`src/rtl/nibble_serial_tx.sv`:
```
// ============================================================================
//  Module      : nibble_serial_tx
//  Description : Serialises one 4-bit word per valid/ready handshake as a
//                frame on a single line: start bit (0), data LSB first,
//                optional even-parity bit, stop bit (1). Each bit lasts
//                CLKS_PER_BIT clock cycles.
//                Optional feature macro: NIBBLE_TX_PARITY_EN (adds the
//                even-parity bit between the last data bit and the stop bit).
//  Revision    : 1.0 - initial release
// ============================================================================
`default_nettype none

module nibble_serial_tx #(
  parameter int CLKS_PER_BIT = 4  // legal range 1..255
) (
  input  logic       clk,
  input  logic       rst_n,
  input  logic [3:0] data_in,
  input  logic       data_valid,
  output logic       data_ready,
  output logic       tx_serial,
  output logic       busy,
  output logic [7:0] frame_count
);

  // Divider only has to reach CLKS_PER_BIT-1; keep at least one bit so that
  // CLKS_PER_BIT=1 still yields a legal vector.
  localparam int DIV_W_RAW = $clog2(CLKS_PER_BIT + 1);
  localparam int DIV_W     = (DIV_W_RAW < 1) ? 1 : DIV_W_RAW;
  localparam logic [DIV_W-1:0] DIV_LAST = DIV_W'(CLKS_PER_BIT - 1);

`ifdef NIBBLE_TX_PARITY_EN
  typedef enum logic [2:0] {
    IDLE   = 3'd0,
    START  = 3'd1,
    DATA   = 3'd2,
    PARITY = 3'd3,
    STOP   = 3'd4
  } state_t;
`else
  typedef enum logic [2:0] {
    IDLE   = 3'd0,
    START  = 3'd1,
    DATA   = 3'd2,
    STOP   = 3'd4
  } state_t;
`endif

  state_t           state;
  logic [DIV_W-1:0] div_cnt;
  logic [1:0]       bit_idx;
  logic [3:0]       held;

  logic             bit_done;
  logic [1:0]       next_idx;

  // The current bit period ends on this cycle's edge.
  assign bit_done = (div_cnt == DIV_LAST);
  assign next_idx = bit_idx + 2'd1;

  // Frame sequencer: every output is produced here so nothing on the pins is
  // combinationally derived from data_in or data_valid.
  always_ff @(posedge clk or negedge rst_n) begin
    if (!rst_n) begin
      state       <= IDLE;
      div_cnt     <= '0;
      bit_idx     <= 2'd0;
      held        <= 4'd0;
      tx_serial   <= 1'b1;
      data_ready  <= 1'b1;
      busy        <= 1'b0;
      frame_count <= 8'd0;
    end else begin
      case (state)
        IDLE: begin
          tx_serial <= 1'b1;
          if (data_valid && data_ready) begin
            held       <= data_in;
            state      <= START;
            data_ready <= 1'b0;
            busy       <= 1'b1;
            tx_serial  <= 1'b0;   // start bit appears on the accepting edge
            div_cnt    <= '0;
            bit_idx    <= 2'd0;
          end
        end

        START: begin
          if (bit_done) begin
            div_cnt   <= '0;
            state     <= DATA;
            tx_serial <= held[0];
          end else begin
            div_cnt <= div_cnt + DIV_W'(1);
          end
        end

        DATA: begin
          if (bit_done) begin
            div_cnt <= '0;
            if (bit_idx == 2'd3) begin
`ifdef NIBBLE_TX_PARITY_EN
              state     <= PARITY;
              tx_serial <= ^held;
`else
              state     <= STOP;
              tx_serial <= 1'b1;
`endif
            end else begin
              bit_idx   <= next_idx;
              tx_serial <= held[next_idx];
            end
          end else begin
            div_cnt <= div_cnt + DIV_W'(1);
          end
        end

`ifdef NIBBLE_TX_PARITY_EN
        PARITY: begin
          if (bit_done) begin
            div_cnt   <= '0;
            state     <= STOP;
            tx_serial <= 1'b1;
          end else begin
            div_cnt <= div_cnt + DIV_W'(1);
          end
        end
`endif

        STOP: begin
          if (bit_done) begin
            div_cnt     <= '0;
            state       <= IDLE;
            busy        <= 1'b0;
            data_ready  <= 1'b1;
            frame_count <= frame_count + 8'd1;
          end else begin
            div_cnt <= div_cnt + DIV_W'(1);
          end
        end

        default: begin
          // Unreachable encodings recover to a clean idle line.
          state      <= IDLE;
          div_cnt    <= '0;
          bit_idx    <= 2'd0;
          tx_serial  <= 1'b1;
          data_ready <= 1'b1;
          busy       <= 1'b0;
        end
      endcase
    end
  end

endmodule

`default_nettype wire

```
`config.mk`:
```
export PLATFORM = sky130hd
export DESIGN_NAME = nibble_serial_tx
export DESIGN_NICKNAME = d
export VERILOG_FILES = /design/src/rtl/nibble_serial_tx.sv
export SDC_FILE = /design/constraint.sdc
export NUM_CORES = 1
export LEC_CHECK = 0
export ABC_AREA = 1
export BUFFER_PORTS_ARGS = -buffer_cell sky130_fd_sc_hd__buf_2
export CAP_MARGIN = 30
export CORE_MARGIN = 5
export CORE_UTILIZATION = 35
export DETAILED_ROUTE_END_ITERATION = 10
export GPL_ROUTABILITY_DRIVEN = 0
export PLACE_DENSITY = 0.58
export SYNTH_ARGS = -nofsm -noshare
export SYNTH_HDL_FRONTEND = slang
export SYNTH_SLANG_ARGS = --single-unit
export TNS_END_PERCENT = 20
```
`constraint.sdc`:
```
create_clock -name clk -period 1.73 [get_ports clk]
set_input_delay 0.173 -clock clk [delete_from_list [all_inputs] [get_ports clk]]
set_output_delay 0.173 -clock clk [all_outputs]
set_load 0.03 [all_outputs]
```
; ---- Word-level counts from Yosys, hierarchy flattened
; Index checks and enable logic that the tools add are counted.
[classes]
n_reduce_logical = 11
n_addsub = 3
n_mux = 26
n_eq_ne = 11
bitwise = 3
n_lt_le_gt_ge = 1
[op_table]
columns = op, count
row1 = 3-bit 2-to-1 mux, 7
row2 = 2-bit inequality test (second input constant), 6
row3 = 3-bit case mux with 4 select lines, 1
row4 = 1-bit 2-to-1 mux, 9
row5 = 8-bit by 1-bit adder with 8-bit output (second input constant), 1
row6 = 3-bit by 2-bit equality test with 1-bit output (second input constant), 2
row7 = 2-bit 2-to-1 mux, 3
row8 = 1-bit case mux with 3 select lines, 2
row9 = 2-bit case mux with 3 select lines, 1
row10 = 3-bit case mux with 2 select lines, 1
row11 = 3-bit AND reduction, 2
row12 = 5-bit AND reduction, 1
row13 = 1-bit case mux with 4 select lines, 1
row14 = 2-bit AND reduction, 2
row15 = 4-bit AND reduction, 1
row16 = 2-bit OR reduction, 2
row17 = 3-bit by 1-bit adder with 3-bit output (second input constant), 1
row18 = 3-bit by 1-bit equality test with 1-bit output (second input constant), 1
row19 = 3-bit equality test (second input constant), 1
row20 = 3-bit zero test, 1
row21 = 2-bit by 3-bit < comparator with 1-bit output (second input constant), 1
row22 = 1-bit NOT, 3
row23 = 3-bit OR reduction, 1
row24 = 2-bit by 1-bit adder with 2-bit output (second input constant), 1
row25 = 3 further kinds, 3
[word_totals]
output_inout_bits = 11
elab_cells = 63
reg_bits = 23

; ---- Longest topological paths before layout
; Gate-level depths: netlist of run 1.
[depth]
ltp_word = 6
depth_mapped = 10

; ---- Worst setup path before layout of run 1
; Ideal clock, no wire load.
[synth_path]
path_type = register to register
start = register div_cnt[0]
end = register bit_idx[0]
required_ps = 1665
setup_slack_ps = 396
path_stages_with_launch = 11
n_path_buf = 0
setup_ps = 65
arrival_time_ps = 1269
path_cell_list = dfrtp_1 -> ha_1 -> nand2_2 -> inv_1 -> nor2_4 -> inv_1 -> nand2_1 -> inv_1 -> nand2_1 -> nand2_1 -> nand2_1
[synth_between]
elab_chain_len = 3
[synth_lines]
columns = element, line
row1 = "start, declared", 50  ; logic [DIV_W-1:0] div_cnt;
row2 = "start signal, assigned", 94  ; div_cnt <= div_cnt + DIV_W'(1);
row3 = "start signal, assigned", 114  ; div_cnt <= div_cnt + DIV_W'(1);
row4 = "start signal, assigned", 138  ; div_cnt <= div_cnt + DIV_W'(1);
row5 = 3-bit by 2-bit equality test with 1-bit output, 58  ; assign bit_done = (div_cnt == DIV_LAST);
row6 = 2-bit inequality test (no line), -
row7 = 4-bit AND reduction (no line), -
row8 = "end signal, assigned", 110  ; bit_idx <= next_idx;
row9 = "end, declared", 51  ; logic [1:0] bit_idx;
; No other way between the ends.
; A chain may end at the register's enable or synchronous reset.

; ---- Final worst setup path of run 1
[layout_path]
start = register div_cnt[0]
end = register bit_idx[1]
; Same word-level chain as after synthesis.

==> results of run 1 <==
## worst register-to-register path, delay by kind of cell, from the launching register on
family	cells	cell delay (ns)
flops	1	0.42
buf+inv	3	0.23
fa+ha+maj	1	0.23
simple gates	6	0.57
## routing by layer
metal / share of wire [%] / wire, um
met4: 1.1 / 25
met3: 3.8 / 89
met2: 47 / 1100
met1: 49 / 1150
met5: 0 / 0
## worst paths after layout
check                              to  cells past startpoint  slack [ns]        from
setup reg to reg           bit_idx[1]                     10        0.24  div_cnt[0]
max in group asynchronous  data_ready                      2        1.03       rst_n
hold / removal                held[2]                      3         0.1  data_in[2]
min in group asynchronous  bit_idx[1]                      2        0.34       rst_n
setup / recovery           bit_idx[1]                     10        0.24  div_cnt[0]
hold reg to reg            bit_idx[1]                      2        0.51  bit_idx[1]
## timing repair
item                      4_1_cts  5_1_grt
hold buffers                    1        0
setup buffers                   0        0
hold endpoints to repair       21        0
## layout make-up
cell class | count | area [um2]
Clock buffer | 3 | 22.5
Clock inverter | 1 | 5.00
Fill cell | 374 | 1970
Inverter | 24 | 92.6
Multi-Input combinational cell | 110 | 598
Sequential cell | 23 | 578
Tap cell | 46 | 57.6
Timing Repair Buffer | 18 | 95.1
## flip-flops by register name (all words and copies together) (netlist names)
register and cells:
bit_idx 2, busy 1, tx_serial 1, state 3, data_ready 1, div_cnt 3, frame_count 8, held 4
## power groups by stage
stage	sequential [mW]	clock, mW	combinational (mW)
6_report	0.820	0.250	0.903
5_1_grt	0.840	0.296	1.04
4_1_cts	0.822	0.269	0.912
3_5_place_dp	0.834	0	0.904
3_3_place_gp	0.831	0	0.897
2_1_floorplan	0.887	0	0.640
## synthesized netlist by cell type
master	number
dfrtp_1	21
nand3_4	1
inv_4	1
nand3_1	12
dfstp_2	2
nor2_8	2
nand2_1	50
nand2_4	1
a21oi_1	6
inv_2	2
inv_1	21
nand4_1	3
nand3b_1	1
nand3_2	1
nor2_2	1
nand2_2	1
nor3_1	1
o21ai_0	5
o21bai_1	1
nor2_1	13
xor2_1	3
ha_1	3
nor2_4	2
xnor2_1	2
nand4_2	1
## cell families after synthesis
group	Yosys count	synth area share, %
compound gates	12	4.93
flops	23	45.6
simple gates	90	35.8
fa+ha+maj	3	2.96
buf+inv	24	7.30
xor+xnor	5	3.45
## metrics by stage
step | cell area [um2] | power (mW)
after floorplan | 1270 | 1.53
after global placement | 1410 | 1.73
after global routing | 1450 | 2.18
after detailed placement | 1410 | 1.74
final | 1450 | 1.97
after CTS | 1450 | 2.00
==> flow_metrics.py, run 1 <==
metrics = {
    "pwr": {
        "swShare_pct": 45.2,
        "pwr-share-clk_pct": 12.7,
        "cellPowerDensity_nw_per_um2": 1360,
        "p_seq_share_pct": 41.6,
        "ir_drop_uv": 615,
        "comb_power_share_pct": 45.8,
        "p_leak_nw": 0.876,
        "power_switching_uw": 891,
        "p_int_mw": 1.08,
    },
    "drt": {
        "drt_wl_total_um": 2370,
        "wl_per_cell_um": 10.5,
        "drt_drc_violations_left": 0,
        "drtAntennaViolNets": 0,
        "drt_iter0_markers": 27,
        "dr.pass1.iters": 4,
        "vias": 1024,
        "viasPerCell": 4.55,
    },
    "clocking": {
        "cts_tree": "yes",
        "h-tree-depth": 1,
        "path_clk_slew_ns": 0.13,
        "cts.path.max_buffers": 2,
        "cts_buffers": 3,
        "cts_resized": 0,
        "clock-sinks": 23,
        "clkLatencyLatePin_ns": 0.31,
        "ctsRootBufferMaster": "clkbuf_4",
    },
    "timing": {
        "setup_viol": 0,
        "setup_tns_ns": 0,
        "fmax_ghz": 0.670,
        "relSlewSlack_pct": 66.6,
        "rsz0062_at_grt": "no",
        "fin_hold_ws_ns": 0.0969,
        "finalHoldViolations": 0,
        "fin_crit_ns": 1.49,
        "worstMarginPinSlew_ns": 0.500,
        "slew_viol_final": 0,
        "setup_slack_ns": 0.237,
        "post-route-period-util_pct": 86.3,
        "fin_skew_ns": 0.00418,
    },
    "grt": {
        "grt_max_degree": 24,
        "grt_pass1_wl_um": 4220,
        "gr-usage-all-layers_pct": 10.3,
        "grt_util_met2_pct": 16.5,
        "grt_pass1_vias": 967,
        "use_met3_pct": 1.87,
        "grtUsageMet1_pct": 13.3,
        "grt-busiest-layer": "met2",
        "antenna_found_initial": 0,
        "overflow": 0,
    },
    "synthesis": {
        "synth_area_leader_cell": "dfrtp_1",
        "synthCells": 157,
        "synth-seq-cells": 23,
        "postSynthNetCount": 167,
        "syn_avg_cell_area_um2": 8.08,
        "ys_warn_count": 0,
        "yosysTopAreaCellShare_pct": 41.4,
        "yosys-top-cells-area": "dfrtp_1 41%, nand2_1 15%, inv_1 6.2%",
        "ys_types": 25,
        "synth_area_um2": 1270,
        "ys_seq_area_share_pct": 45.6,
    },
    "cells_and_area": {
        "final_cell_mix": "50 x nand2_1, 21 x inv_1, 21 x dfrtp_1, 17 x buf_2, 13 x nor2_1",
        "diodes": 0,
        "final_cells": 225,
        "layout_commonest_cell": "nand2_1",
        "synthToLayoutAreaGrowth_pct": 14.2,
        "nets": 190,
        "utilization_pct": 42.4,
        "drive_gt1_share_pct": 20.1,
    },
    "place": {
        "dp_cells": 220,
        "portBuffers": 17,
        "dp_worst_setup_slack_ns": 0.264,
        "dpl.hpwl_um": 1850,
    },
    "die": {
        "die_h_um": 70.2,
        "die_x_um": 70.2,
        "io_pins": 18,
        "start_util_pct": 37.1,
        "rows": 21,
        "die_area_um2": 4930,
        "core_um2": 3420,
    },
    "setup_path": {
        "crit_top_cell": "nand2_1",
        "required_ns": 1.99,
        "cp_top_family": "simple AND/OR/NAND/NOR gates",
        "endpoint_kind": "flop",
        "slowest_stage": "dfrtp_1",
        "worstPathMaxFanout": 6,
        "arrival_ns": 1.75,
        "cp_cell_sequence": "ha_1 -> nand2_2 -> inv_1 -> nor2_4 -> inv_1 -> nand2_1 -> inv_1 -> nand2_1 -> nand2_1 -> nand2_1",
        "critPathKind": "reg2reg",
        "slowest_delay_ns": 0.42,
        "startpoint_type": "flop",
        "path_buf_inv": 3,
    },
    "flow_run": {
        "drv_cap": 0,
    },
    "min_path": {
        "hold_class": "in2reg",
    },
    "outcome": {
        "outcome": "finished, final reports clean",
    },
}
(Power assumes the default switching activity.)
==> run 2: changes to the inputs <==
CORE_MARGIN = 8   (was 5)
==> run 2 against run 1 <==
- register-to-register slack about the same
- count of clock-buffer cells in the layout did not move
- maximum frequency is 0.23% higher
- flip-flop and latch count unchanged
- non-clock buffer count stayed put
- core utilization shrank 1.9 points
- worst setup slack better by 0.0035 ns
- final area rose by 0.17%
- first-iteration DRC count increased to 5.0 times the previous value
- via count is 1.5% higher
- final cell count grew 0.89%
- clock skew grew 0.0077 ns
- largest cell class unchanged
==> flow_metrics.py, run 2 (same netlist as run 1, synthesis figures left out) <==
metrics = {
    "outcome": {
        "outcome": "finished, final reports clean",
    },
    "min_path": {
        "hold_class": "in2reg",
    },
    "pwr": {
        "swShare_pct": 45.5,
        "ir_drop_uv": 446,
        "comb_power_share_pct": 45.8,
        "power_switching_uw": 904,
        "cellPowerDensity_nw_per_um2": 1370,
        "pwr-share-clk_pct": 12.6,
        "p_seq_share_pct": 41.6,
        "p_int_mw": 1.08,
        "p_leak_nw": 0.876,
    },
    "setup_path": {
        "reg2reg_from": "div_cnt[0]",
        "cp.depth": 10,
        "worstSetupEndpoint": "bit_idx[0]",
        "path_buf_inv": 3,
        "slowest_delay_ns": 0.42,
        "rrSetupSlack_ns": 0.24,
        "reg2reg_depth": 10,
        "arrival_ns": 1.75,
        "startpoint_type": "flop",
        "worstPathMaxFanout": 6,
        "cp_cell_sequence": "ha_1 -> nand2_2 -> inv_1 -> nor2_4 -> inv_1 -> nand2_1 -> inv_1 -> nand2_1 -> nand2_1 -> nand2_1",
        "critPathKind": "reg2reg",
        "crit_top_cell": "nand2_1",
        "cp-startpoint": "div_cnt[0]",
        "required_ns": 2.00,
        "slowest_stage": "dfrtp_1",
        "cp_top_family": "simple AND/OR/NAND/NOR gates",
        "rr_endpoint": "bit_idx[0]",
        "endpoint_kind": "flop",
    },
    "timing": {
        "rsz0062_at_grt": "no",
        "slew_viol_final": 0,
        "fin_skew_ns": 0.0119,
        "setup_viol": 0,
        "post-route-period-util_pct": 86.1,
        "fin_crit_ns": 1.49,
        "finalHoldViolations": 0,
        "worstMarginPinSlew_ns": 0.510,
        "fmax_ghz": 0.671,
        "setup_tns_ns": 0,
        "relSlewSlack_pct": 66.0,
    },
    "die": {
        "io_pins": 18,
        "start_util_pct": 35.5,
        "die_x_um": 76.2,
        "core_um2": 3580,
        "rows": 22,
        "die_area_um2": 5810,
        "die_h_um": 76.2,
    },
    "drt": {
        "vias": 1039,
        "drt_wl_total_um": 2500,
        "drt_drc_violations_left": 0,
        "viasPerCell": 4.58,
        "wl_per_cell_um": 11.0,
        "drt_iter0_markers": 135,
        "drtAntennaViolNets": 0,
        "dr.pass1.iters": 4,
    },
    "clocking": {
        "cts_tree": "yes",
        "clkLatencyLatePin_ns": 0.31,
        "ctsRootBufferMaster": "clkbuf_4",
        "h-tree-depth": 1,
        "cts.path.max_buffers": 2,
        "postCtsSetupBuffers": 0,
        "clock-sinks": 23,
        "cts_buffers": 3,
        "path_clk_slew_ns": 0.14,
    },
    "cells_and_area": {
        "synthToLayoutAreaGrowth_pct": 14.4,
        "diodes": 0,
        "fillers": 393,
        "drive_gt1_share_pct": 20.1,
        "largest_reg_flops": 8,
        "final_cell_mix": "50 x nand2_1, 21 x inv_1, 21 x dfrtp_1, 17 x buf_2, 13 x nor2_1",
        "top_register": "frame_count",
        "layout_commonest_cell": "nand2_1",
        "final_cells": 227,
        "stdcell_area_um2": 1450,
        "nets": 190,
        "reg_top3": "frame_count (8), held (4)",
    },
    "grt": {
        "grt_max_degree": 24,
        "antenna_found_initial": 0,
        "grt_pass1_wl_um": 4530,
        "overflow": 0,
        "gr-usage-all-layers_pct": 9.19,
        "grt_pass1_vias": 1089,
    },
    "place": {
        "dpl.hpwl_um": 1970,
        "dp_cells": 222,
        "portBuffers": 17,
        "placed_area_um2": 1410,
    },
    "flow_run": {
        "drv_cap": 0,
    },
}
run 2: layer usage:
layer,global-route usage (%),vias to the layer above,share of wire [%]
met3,2.59,4,4.0
met4,4.42,0,1.2
met2,14.2,21,46
met5,0,-,0
met1,11.4,478,49
li1,-,536,-
run 2: how the worst min path moves through the flow:
stage                          start         end  slack (ns)  cells after the start
after floorplan                rst_n  bit_idx[0]       -0.12                      0
after global placement         rst_n    state[2]        0.18                      1
after detailed placement       rst_n  bit_idx[0]        0.19                      1
after CTS                 data_in[2]     held[2]        0.09                      3
after global routing      data_in[3]     held[3]        0.10                      3
final                     data_in[2]     held[2]        0.10                      3
run 2: worst min-delay path, stage by stage:
cell     delay, ns
buf_2         0.08
nor2_1        0.03
a21oi_1       0.10
run 2: area by class of cell:
cell class	instances	area, um2	share of cell area, %
Clock buffer	3	22.5	1.55
Clock inverter	1	5.00	0.345
Inverter	24	92.6	6.38
Multi-Input combinational cell	110	598	41.2
Sequential cell	23	578	39.8
Tap cell	48	60.1	4.14
Timing Repair Buffer	18	95.1	6.55
run 2: power by group through the flow:
stage | sequential (mW) | combinational (mW) | clock, mW
after detailed placement | 0.838 | 0.914 | 0
after CTS | 0.827 | 0.919 | 0.266
after global routing | 0.846 | 1.05 | 0.292
after floorplan | 0.887 | 0.640 | 0
final | 0.826 | 0.910 | 0.251
after global placement | 0.832 | 0.898 | 0
run 2: what timing repair did:
action	4_1_cts	5_1_grt
hold endpoints to repair	21	0
gates resized for setup	0	0
hold buffers	1	0
run 2: metrics by stage:
step                      hold slack [ns]  util [%]  power (mW)  worst slack (ns)
after floorplan                    -0.123         -        1.53             0.396
after global placement              0.180      39.5        1.73             0.331
after detailed placement            0.189      39.5        1.75             0.262
after CTS                          0.0935      40.6        2.01             0.237
after global routing                0.105      40.6        2.18             0.116
final                               0.100      40.6        1.99             0.241
